### config.mk
export PLATFORM = sky130hd
export DESIGN_NAME = stage_sequencer_flat
export DESIGN_NICKNAME = d
export VERILOG_FILES = /design/src/rtl/seq_pkg.sv /design/src/rtl/stage_sequencer_if.sv /design/src/rtl/seq_wait_timer.sv /design/src/rtl/stage_sequencer.sv /design/src/flat_wrapper.sv
export SDC_FILE = /design/constraint.sdc
export NUM_CORES = 1
export LEC_CHECK = 0
export ABC_AREA = 1
export BUFFER_PORTS_ARGS = -buffer_cell sky130_fd_sc_hd__clkbuf_2
export CORE_ASPECT_RATIO = 1.25
export CORE_MARGIN = 2
export CORE_UTILIZATION = 40
export DETAILED_ROUTE_END_ITERATION = 12
export SYNTH_ARGS = -nofsm -noshare
export SYNTH_HDL_FRONTEND = slang
export SYNTH_SLANG_ARGS = --single-unit
### constraint.sdc
create_clock -name i_clk -period 1.4 [get_ports i_clk]
set_clock_uncertainty 0.2 [all_clocks]
set_input_delay 0.28 -clock i_clk [delete_from_list [all_inputs] [get_ports i_clk]]
set_output_delay 0.28 -clock i_clk [all_outputs]
set_load 0.01 [all_outputs]
### src/rtl/seq_pkg.sv
// ---------------------------------------------------------------------------
// seq_pkg : stage encoding, stage-enable bit positions and defaults.
// Rev 1.0
// ---------------------------------------------------------------------------
`default_nettype none

package seq_pkg;

  typedef enum logic [2:0] {
    S_IDLE  = 3'd0,
    S_IF    = 3'd1,
    S_ID    = 3'd2,
    S_EX    = 3'd3,
    S_MEM   = 3'd4,
    S_WB    = 3'd5,
    S_FAULT = 3'd6
  } stage_e;

  localparam int STAGE_W = 5;
  localparam int EN_IF   = 0;
  localparam int EN_ID   = 1;
  localparam int EN_EX   = 2;
  localparam int EN_MEM  = 3;
  localparam int EN_WB   = 4;

  localparam int DEFAULT_TIMEOUT_CYCLES = 16;

  function automatic logic [STAGE_W-1:0] stage_onehot(input stage_e s);
    logic [STAGE_W-1:0] v;
    v = '0;
    case (s)
      S_IF:    v[EN_IF]  = 1'b1;
      S_ID:    v[EN_ID]  = 1'b1;
      S_EX:    v[EN_EX]  = 1'b1;
      S_MEM:   v[EN_MEM] = 1'b1;
      S_WB:    v[EN_WB]  = 1'b1;
      default: v = '0;
    endcase
    return v;
  endfunction

endpackage

`default_nettype wire

### src/rtl/stage_sequencer_if.sv
// ---------------------------------------------------------------------------
// stage_sequencer_if : run/ack/request handshake bundle of the sequencer.
// Rev 1.0
// ---------------------------------------------------------------------------
`default_nettype none

interface stage_sequencer_if #(
  parameter int CNT_W = 16
);
  import seq_pkg::*;

  logic               i_run;
  logic               i_imem_ack;
  logic               i_dmem_ack;
  logic               i_is_mem;
  logic               o_imem_req;
  logic               o_dmem_req;
  logic [STAGE_W-1:0] o_stage_en;
  logic               o_pc_we;
  logic [CNT_W-1:0]   o_retired;
  logic               o_fault;

  modport master (
    input  i_run, i_imem_ack, i_dmem_ack, i_is_mem,
    output o_imem_req, o_dmem_req, o_stage_en, o_pc_we, o_retired, o_fault
  );

  modport slave (
    output i_run, i_imem_ack, i_dmem_ack, i_is_mem,
    input  o_imem_req, o_dmem_req, o_stage_en, o_pc_we, o_retired, o_fault
  );

endinterface

`default_nettype wire

### src/rtl/seq_wait_timer.sv
// ---------------------------------------------------------------------------
// seq_wait_timer : clearable memory-wait counter; limit_hit marks the cycle
// in which an enabled count reaches LIMIT.   Rev 1.0
// ---------------------------------------------------------------------------
`default_nettype none

module seq_wait_timer #(
  parameter int LIMIT = 16
) (
  input  wire logic clk,
  input  wire logic rst,
  input  wire logic clear,
  input  wire logic enable,
  output logic      limit_hit
);

  localparam logic [7:0] LAST = 8'(LIMIT - 1);

  logic [7:0] count;

  always_ff @(posedge clk) begin
    if (rst || clear) begin
      count <= 8'd0;
    end else if (enable) begin
      count <= count + 8'd1;
    end
  end

  assign limit_hit = enable && (count == LAST);

endmodule

`default_nettype wire

### src/rtl/stage_sequencer.sv
// ---------------------------------------------------------------------------
// stage_sequencer : IF/ID/EX/MEM/WB control FSM with memory-timeout fault.
// SEQ_SKIP_MEM_EN: non-memory instructions bypass MEM.   Rev 1.0
// ---------------------------------------------------------------------------
`default_nettype none

module stage_sequencer
  import seq_pkg::*;
#(
  parameter int TIMEOUT_CYCLES = DEFAULT_TIMEOUT_CYCLES,
  parameter int CNT_W          = 16
) (
  input  wire logic          i_clk,
  input  wire logic          i_reset,
  stage_sequencer_if.master  bus
);

  stage_e             state;
  stage_e             nxt_state;
  logic               mem_flag;
  logic               nxt_flag;
  logic               limit_hit;
  logic               timer_en;
  logic               timer_clr;

  logic               imem_req;
  logic               dmem_req;
  logic [STAGE_W-1:0] stage_en;
  logic               pc_we;
  logic [CNT_W-1:0]   retired;
  logic               fault;

  // Timer only runs while a request is outstanding and unacknowledged, and is
  // held clear in every other state so each IF/MEM visit starts from zero.
  assign timer_en  = ((state == S_IF)  && !bus.i_imem_ack) ||
                     ((state == S_MEM) && mem_flag && !bus.i_dmem_ack);
  assign timer_clr = !((state == S_IF) || (state == S_MEM));

  seq_wait_timer #(
    .LIMIT (TIMEOUT_CYCLES)
  ) u_timer (
    .clk       (i_clk),
    .rst       (i_reset),
    .clear     (timer_clr),
    .enable    (timer_en),
    .limit_hit (limit_hit)
  );

  always_comb begin
    nxt_state = state;
    nxt_flag  = mem_flag;
    case (state)
      S_IDLE:  if (bus.i_run) nxt_state = S_IF;
      S_IF: begin
        // An ack in the limit cycle wins over the timeout.
        if (bus.i_imem_ack)  nxt_state = S_ID;
        else if (limit_hit)  nxt_state = S_FAULT;
      end
      S_ID:    nxt_state = S_EX;
      S_EX: begin
        nxt_flag = bus.i_is_mem;
`ifdef SEQ_SKIP_MEM_EN
        nxt_state = bus.i_is_mem ? S_MEM : S_WB;
`else
        nxt_state = S_MEM;
`endif
      end
      S_MEM: begin
        if (!mem_flag || bus.i_dmem_ack) nxt_state = S_WB;
        else if (limit_hit)              nxt_state = S_FAULT;
      end
      S_WB:    nxt_state = bus.i_run ? S_IF : S_IDLE;
      S_FAULT: nxt_state = S_FAULT;
      default: nxt_state = S_IDLE;
    endcase
  end

  // Outputs are decoded from the next state so they register alongside it.
  always_ff @(posedge i_clk) begin
    if (i_reset) begin
      state    <= S_IDLE;
      mem_flag <= 1'b0;
      imem_req <= 1'b0;
      dmem_req <= 1'b0;
      stage_en <= '0;
      pc_we    <= 1'b0;
      retired  <= '0;
      fault    <= 1'b0;
    end else begin
      state    <= nxt_state;
      mem_flag <= nxt_flag;
      imem_req <= (nxt_state == S_IF);
      dmem_req <= (nxt_state == S_MEM) && nxt_flag;
      stage_en <= stage_onehot(nxt_state);
      pc_we    <= (nxt_state == S_WB);
      fault    <= (nxt_state == S_FAULT);
      if (nxt_state == S_WB) begin
        retired <= retired + CNT_W'(1);
      end
    end
  end

  assign bus.o_imem_req = imem_req;
  assign bus.o_dmem_req = dmem_req;
  assign bus.o_stage_en = stage_en;
  assign bus.o_pc_we    = pc_we;
  assign bus.o_retired  = retired;
  assign bus.o_fault    = fault;

endmodule

`default_nettype wire

### src/flat_wrapper.sv
// flat-port wrapper written by rule: the top's interface ports become plain ports
module stage_sequencer_flat import seq_pkg::*;
#(
  parameter int TIMEOUT_CYCLES = DEFAULT_TIMEOUT_CYCLES,
  parameter int CNT_W          = 16
)
  (i_clk, i_reset, bus_i_run, bus_i_imem_ack, bus_i_dmem_ack, bus_i_is_mem, bus_o_imem_req, bus_o_dmem_req, bus_o_stage_en, bus_o_pc_we, bus_o_retired, bus_o_fault);
  stage_sequencer_if #(.CNT_W(CNT_W)) bus_i ();
  input  wire logic i_clk;
  input  wire logic i_reset;
  input wire logic [$bits(bus_i.i_run)-1:0] bus_i_run;
  input wire logic [$bits(bus_i.i_imem_ack)-1:0] bus_i_imem_ack;
  input wire logic [$bits(bus_i.i_dmem_ack)-1:0] bus_i_dmem_ack;
  input wire logic [$bits(bus_i.i_is_mem)-1:0] bus_i_is_mem;
  output wire logic [$bits(bus_i.o_imem_req)-1:0] bus_o_imem_req;
  output wire logic [$bits(bus_i.o_dmem_req)-1:0] bus_o_dmem_req;
  output wire logic [$bits(bus_i.o_stage_en)-1:0] bus_o_stage_en;
  output wire logic [$bits(bus_i.o_pc_we)-1:0] bus_o_pc_we;
  output wire logic [$bits(bus_i.o_retired)-1:0] bus_o_retired;
  output wire logic [$bits(bus_i.o_fault)-1:0] bus_o_fault;
  assign bus_i.i_run = bus_i_run;
  assign bus_i.i_imem_ack = bus_i_imem_ack;
  assign bus_i.i_dmem_ack = bus_i_dmem_ack;
  assign bus_i.i_is_mem = bus_i_is_mem;
  assign bus_o_imem_req = bus_i.o_imem_req;
  assign bus_o_dmem_req = bus_i.o_dmem_req;
  assign bus_o_stage_en = bus_i.o_stage_en;
  assign bus_o_pc_we = bus_i.o_pc_we;
  assign bus_o_retired = bus_i.o_retired;
  assign bus_o_fault = bus_i.o_fault;
  stage_sequencer #(.TIMEOUT_CYCLES(TIMEOUT_CYCLES), .CNT_W(CNT_W)) u_core (.i_clk(i_clk), .i_reset(i_reset), .bus(bus_i));
endmodule
==> flow_summary_export.csv, run 1 <==
group,metric,value,unit
synth,synth_simple_gate_area_share,36.8,%
floorplan,start_util,42.3,%
status,violations,"setup timing",
cells_and_area,drive_gt1_share,43.1,%
clocking,ctsHoldBuffers,0,
clocking,clkLatencyLatePin,0.29,ns
synth,synth_compound_area_share,9.81,%
worst_setup_path,critPathRequiredTime,1.38,ns
detailed_routing,ant_nets,0,
clocking,clk_pin_slew,0.07,ns
sta,tightest_slew,0.239,ns
power_and_ir_drop,p_clk_share,38.0,%
worst_setup_path,r2r-end,"u_core.bus.o_retired[4]$_SDFFE_PP0N_",
place,globalplace.congestion,0.815,
job,maxCapViolCount,0,
worst_setup_path,r2r_slack,-0.10,ns
synth,synth_top_family_by_area,"simple AND/OR/NAND/NOR gates",
synth,yosysTopAreaCellShare,40.1,%
synth,synth_warnings,0,
power_and_ir_drop,p_per_area,737,nW/um^2
place,placed_cells,368,
detailed_routing,finalWirelength,4.18,mm
synth,yosys.area.top_type,"dfxtp_1",
sta,maxSlewViolCount,0,
clocking,numCtsBuffers,5,
synth,synthArstFlopShare,0,%
synth,ys.flop_type,"dfxtp_1",
detailed_routing,wl_per_cell,10.9,microns
sta,timing.slew.headroom,83.9,%
cells_and_area,nets,334,
global_route,grt_pass1_vias,1706,
worst_setup_path,critPathLaunchType,"register",
power_and_ir_drop,internal_power,1.42,mW
global_route,grt.overflow.total,0,
status,outcome,"finished with violations",
sta,post-route-min-period,1.50,ns
worst_setup_path,critPathKind,"reg2reg",
worst_setup_path,crit_arrival,1.48,ns
sta,rsz0062_at_grt,"yes",
synth,avgSynthCellArea,7.07,sq um
sta,fin_crit_sh,107,%
detailed_routing,drtIter0Drc,88,
synth,ys_types,29,
detailed_routing,vias,1777,
min_path,hp-start,"bus_i_imem_ack",
worst_setup_path,reg2reg_from,"u_core.state[0]$_SDFF_PP0_",
floorplan,core,4130,sq um
synth,ys_seq_area_share,40.1,%
worst_setup_path,ff2ff_path_depth,6,
place,dpl-instance-area,2280,sq um
worst_setup_path,path_max_fanout,5,
sta,fin_tns_setup,-1.19,ns
floorplan,fp.dieArea,4910,sq um
cells_and_area,area_delta_synth_final,45.2,%
worst_setup_path,end_kind,"register",
synth,syn_inst,247,
synth,netlist_area,1750,sq um
detailed_routing,vias_per_cell,4.64,
floorplan,ios,31,
cells_and_area,fin_area,2540,sq um
sta,setup_ws,-0.101,ns
sta,finalHoldViolCount,0,
sta,finalSetupViolations,21,
min_path,hold_path.class,"in2reg",
synth,synth_xor_area_share,3.01,%
power_and_ir_drop,ir_worst_vdd,461,uV
synth,synth.area.top_cells,"dfxtp_1 40%, nand2_1 14%, nor2_1 6.7%",
power_and_ir_drop,p_seq_share,53.9,%
synth,synth_mux_area_share,0,%
sta,holdWs,0.0986,ns
min_path,hold_end,"u_core.bus.o_stage_en[1]$_SDFF_PP0_",
floorplan,die_h,77.9,microns
clocking,clockRootBuffer,"clkbuf_8",
sta,max_freq,666,MHz
cells_and_area,diodes,0,
power_and_ir_drop,power_frac_comb,8.1,%
cells_and_area,post-route-util,61.4,%
power_and_ir_drop,leakage,1.12,nW
synth,ys_ff_latch,35,
detailed_routing,drc,0,
min_path,holdPathStages,3,
synth,synth_nets,255,
global_route,grt_pass1_wl,7.40,mm
global_route,antenna_found_initial,0,
place,io_buffer_count,30,
cells_and_area,stdcell_count,383,
clocking,cts_tree,"yes",
clocking,htree_num_levels,2,
power_and_ir_drop,p_sw_share,24.3,%
place,dp_slack,-0.149,ns
power_and_ir_drop,p_total,1.87,mW
floorplan,row_count,26,
floorplan,die_w,63.1,microns
power_and_ir_drop,netSwitchingPower,454,uW
detailed_routing,first_pass_iters,4,
global_route,grt_max_degree,11,
place,post-dp-hpwl,3.10,mm
clocking,clock-sinks,35,
clocking,clk_path_buf_depth,2,
synth,synth_fa_ha_area_share,1.43,%
global_route,grt_usage,18.8,%
synth,synth_edf_count,0,
how the worst max path moves through the flow:
stage	slack, ns	cells after the start	from	end
after floorplan	-0.0007	8	u_core.bus.o_retired[1]$_SDFFE_PP0N_	u_core.bus.o_retired[12]$_SDFFE_PP0N_
after global placement	-0.09	7	u_core.state[1]$_SDFF_PP0_	u_core.bus.o_dmem_req$_SDFF_PP0_
after detailed placement	-0.15	8	u_core.state[2]$_SDFF_PP0_	u_core.bus.o_stage_en[0]$_SDFF_PP0_
after CTS	-0.04	7	u_core.state[1]$_SDFF_PP0_	u_core.bus.o_dmem_req$_SDFF_PP0_
after global routing	-0.19	7	u_core.state[0]$_SDFF_PP0_	u_core.bus.o_retired[11]$_SDFFE_PP0N_
final	-0.10	6	u_core.state[0]$_SDFF_PP0_	u_core.bus.o_retired[4]$_SDFFE_PP0N_
routing by layer:
layer	GRT usage (%)	vias up	share of wire (%)
li1	-	942	-
met1	22.4	802	45
met2	33.1	28	51
met3	4.20	5	3.0
met4	6.00	0	1.1
met5	0	-	0
power groups by stage:
| stage | Combinational (mW) | Clock (mW) | Sequential (mW) |
|---|---|---|---|
| detailed placement | 0.130 | 0 | 1.03 |
| floorplan | 0.0749 | 0 | 1.03 |
| finish | 0.152 | 0.710 | 1.01 |
| global route | 0.169 | 0.769 | 1.01 |
| CTS | 0.133 | 0.734 | 1.01 |
| global placement | 0.128 | 0 | 1.03 |
state kept, by name, summed over array words and instances, names as in the netlist:
signal,cells
u_core.bus.o_retired,16
u_core.u_timer.count,8
u_core.bus.o_stage_en,4
u_core.state,3
u_core.bus.o_dmem_req,1
u_core.bus.o_fault,1
u_core.bus.o_pc_we,1
u_core.mem_flag,1
layout make-up:
| class | instances | area [sq um] |
|---|---|---|
| Inverter | 30 | 118 |
| Multi-Input combinational cell | 176 | 1020 |
| Clock inverter | 1 | 5.00 |
| Timing Repair Buffer | 78 | 522 |
| Fill cell | 411 | 1600 |
| Sequential cell | 35 | 728 |
| Tap cell | 56 | 70.1 |
| Clock buffer | 7 | 76.3 |
logic make-up (layout without fill, tap and decap cells):
family,Yosys count,after routing
compound gates,31,31
xor+xnor,6,6
fa+ha+maj,2,2
buf+inv,36,116
flops,35,35
simple gates,137,137
critical path, stage by stage, from the launching register on:
cell     delay [ns]
dfxtp_4        0.36
nor2_4         0.16
nand3_4        0.13
buf_4          0.18
buf_4          0.15
o21ai_0        0.15
nor2_1         0.06
timing repair:
item / CTS / global route
resized for setup: 25 / 22
pin swaps: 10 / 8
endpoints found under the hold margin: 0 / 0
buffers inserted: 1 / 6
setup endpoints to repair: 31 / 38
synthesized netlist by cell type, types with 2 or more instances:
library cell,n
o21ai_0,8
o21a_1,2
nand3b_1,4
nor2_1,31
xor2_1,4
dfxtp_1,35
inv_1,29
nand4_1,3
nand2_1,67
ha_1,2
nor3_1,9
nand3_2,3
clkbuf_1,2
xnor2_1,2
buf_4,3
nand3_1,9
nor2_2,3
a21oi_1,20
cells in the final DEF, fill, tap and decap left out, types with 3 or more instances in the layout:
cell type  instances
clkbuf_2          30
nand3_1            7
nor2_1            28
nand4_1            3
clkbuf_8           5
dfxtp_2           13
buf_4             45
nor3_1             6
inv_2              4
o21ai_1            4
a21oi_1           18
buf_6              3
xor2_1             4
nand2_2            8
nand3b_1           4
nor2_4             5
inv_1             25
dfxtp_1           19
nand2_1           59
dfxtp_4            3
nor3_2             3
nand3_2            5
(Power assumes the default switching activity.)
==> run 2: changes to the inputs <==
==> constraint.sdc (replaced) <==
create_clock -name i_clk -period 1.4 [get_ports i_clk]
set_clock_uncertainty 0.2 [all_clocks]
set_input_delay 0.07 -clock i_clk [delete_from_list [all_inputs] [get_ports i_clk]]
set_output_delay 0.07 -clock i_clk [all_outputs]
set_load 0.01 [all_outputs]
==> run 2 against run 1 <==
The run still ends with setup timing left. First-iteration DRC count shrank 43%. Critical path depth rose by 2. Die area is the same. Global-route usage decreased by 0.055 points. Sequential share of layout area shrank 0.55 points. Core utilization up 1.5 points. Combinational power increased by 9.9%. Count of clock-buffer cells in the layout is 1 lower. Worst hold slack improved by 0.0025 ns. Cell area increased by 2.5%. Largest cell class unchanged. Largest power group unchanged.
==> flow_summary_export.csv, run 2 (synthesized netlist as in run 1, its figures left out) <==
group,metric,value,unit
clocking,htree_num_levels,2,
worst_setup_path,critPathKind,"reg2reg",
floorplan,die_w,63.1,microns
sta,maxSlewViolCount,0,
cells_and_area,fill_cells,402,
status,violations,"setup timing",
place,io_buffer_count,30,
min_path,hold_path.class,"in2reg",
sta,finalHoldViolCount,0,
detailed_routing,drc,0,
sta,holdWs,0.101,ns
place,post-dp-hpwl,3.06,mm
sta,fin_crit_sh,107,%
floorplan,core,4130,sq um
worst_setup_path,r2r_slack,-0.09,ns
clocking,cts_tree,"yes",
worst_setup_path,reg2reg_from,"u_core.state[0]$_SDFF_PP0_",
cells_and_area,fin_area,2600,sq um
power_and_ir_drop,p_clk_share,38.6,%
place,dpl-instance-area,2250,sq um
floorplan,fp.dieArea,4910,sq um
power_and_ir_drop,leakage,1.15,nW
cells_and_area,drive_gt1_share,45.1,%
global_route,grt.overflow.total,0,
cells_and_area,post-route-util,62.9,%
clocking,clkLatencyLatePin,0.29,ns
detailed_routing,drtIter0Drc,50,
clocking,clk_pin_slew,0.08,ns
worst_setup_path,ff2ff_path_depth,8,
global_route,grt_usage,18.7,%
sta,timing.slew.headroom,83.6,%
detailed_routing,ant_nets,0,
worst_setup_path,r2r-end,"u_core.bus.o_stage_en[3]$_SDFF_PP0_",
power_and_ir_drop,ir_worst_vdd,435,uV
floorplan,ios,31,
power_and_ir_drop,p_sw_share,25.6,%
worst_setup_path,path_max_fanout,4,
cells_and_area,area_delta_synth_final,48.8,%
detailed_routing,wl_per_cell,11.1,microns
sta,fin_tns_setup,-0.923,ns
floorplan,start_util,42.3,%
sta,tightest_slew,0.244,ns
power_and_ir_drop,p_total,1.90,mW
cells_and_area,final_common_cell,"nand2_1",
worst_setup_path,end_kind,"register",
sta,setup_ws,-0.0927,ns
global_route,grt_pass1_vias,1707,
cells_and_area,diodes,0,
sta,finalSetupViolations,22,
clocking,numCtsBuffers,5,
min_path,hold_end,"u_core.bus.o_stage_en[0]$_SDFF_PP0_",
clocking,clockRootBuffer,"clkbuf_8",
worst_setup_path,crit_arrival,1.53,ns
power_and_ir_drop,power_frac_comb,8.8,%
detailed_routing,vias_per_cell,4.66,
detailed_routing,finalWirelength,4.27,mm
worst_setup_path,critPathRequiredTime,1.44,ns
global_route,grt_pass1_wl,7.27,mm
clocking,clock-sinks,35,
detailed_routing,first_pass_iters,4,
cells_and_area,nets,335,
sta,post-route-min-period,1.49,ns
min_path,hp-start,"bus_i_run",
sta,max_freq,670,MHz
clocking,clk_path_buf_depth,2,
floorplan,row_count,26,
status,outcome,"finished with violations",
cells_and_area,final_cell_mix,"56 x nand2_1, 42 x buf_4, 30 x clkbuf_2",
worst_setup_path,critPathLaunchType,"register",
min_path,holdPathStages,5,
sta,rsz0062_at_grt,"yes",
power_and_ir_drop,p_per_area,733,nW/um^2
global_route,antenna_found_initial,0,
power_and_ir_drop,netSwitchingPower,487,uW
job,maxCapViolCount,0,
global_route,grt_max_degree,12,
cells_and_area,largest_register_ffs,16,
place,globalplace.congestion,0.752,
floorplan,die_h,77.9,microns
power_and_ir_drop,internal_power,1.42,mW
power_and_ir_drop,p_seq_share,52.6,%
detailed_routing,vias,1790,
-- run 2: layout make-up --
cell class / count / area [sq um] / share of cell area (%)
sequential: 35 / 732 / 28.2
clock buffer: 6 / 72.6 / 2.79
inverter: 30 / 118 / 4.53
timing repair buffer: 79 / 541 / 20.8
tap: 56 / 70.1 / 2.70
multi-input combinational: 176 / 1050 / 40.6
clock inverter: 2 / 11.3 / 0.433
-- run 2: worst max-delay path by stage --
| stage | startpoint | end | cells past startpoint |
|---|---|---|---|
| 6_report | u_core.state[0]$_SDFF_PP0_ | u_core.bus.o_stage_en[3]$_SDFF_PP0_ | 8 |
| 4_1_cts | u_core.state[0]$_SDFF_PP0_ | u_core.bus.o_retired[12]$_SDFFE_PP0N_ | 6 |
| 5_1_grt | u_core.state[0]$_SDFF_PP0_ | u_core.bus.o_stage_en[3]$_SDFF_PP0_ | 8 |
| 3_5_place_dp | u_core.state[2]$_SDFF_PP0_ | u_core.bus.o_stage_en[0]$_SDFF_PP0_ | 8 |
| 2_1_floorplan | u_core.bus.o_retired[1]$_SDFFE_PP0N_ | u_core.bus.o_retired[12]$_SDFFE_PP0N_ | 8 |
| 3_3_place_gp | u_core.state[2]$_SDFF_PP0_ | u_core.bus.o_stage_en[0]$_SDFF_PP0_ | 8 |
-- run 2: power by group through the flow --
stage | clock, mW | combinational, mW | sequential [mW]
global route | 0.806 | 0.184 | 1.00
detailed placement | 0 | 0.126 | 1.03
CTS | 0.767 | 0.142 | 1.01
global placement | 0 | 0.125 | 1.03
finish | 0.735 | 0.167 | 1.00
floorplan | 0 | 0.0749 | 1.03
-- run 2: metal layers --
metal	track usage [%]	wire length, microns	vias up	share of wire [%]
li1	-	-	945	-
met1	21.2	1870	812	44
met2	33.5	2210	28	52
met3	4.35	146	5	3.4
met4	7.33	48	0	1.1
met5	0	0	-	0
-- run 2: per-stage QoR --
stage,std cells,setup WS [ns]
2_1_floorplan,247,-0.000707
3_3_place_gp,365,-0.0854
3_5_place_dp,365,-0.131
4_1_cts,379,-0.0609
5_1_grt,384,-0.180
6_report,384,-0.0927
-- run 2: repair_timing --
item | CTS | global route
buffers inserted | 3 | 5
gates cloned | 0 | 0
gates resized for setup | 21 | 41
endpoints found under the hold margin | 24 | 0
pin swaps | 7 | 18
hold buffers | 3 | 0
endpoints found under the setup margin | 29 | 32
-- run 2: worst max-delay path, stage by stage (launching register included) --
cell and delay (ns):
dfxtp_4 0.37, nor2_4 0.15, buf_6 0.12, nand3_4 0.08, nand2_4 0.09, nand2_4 0.06
a21oi_4 0.17, nand3_2 0.09, nor2_1 0.10
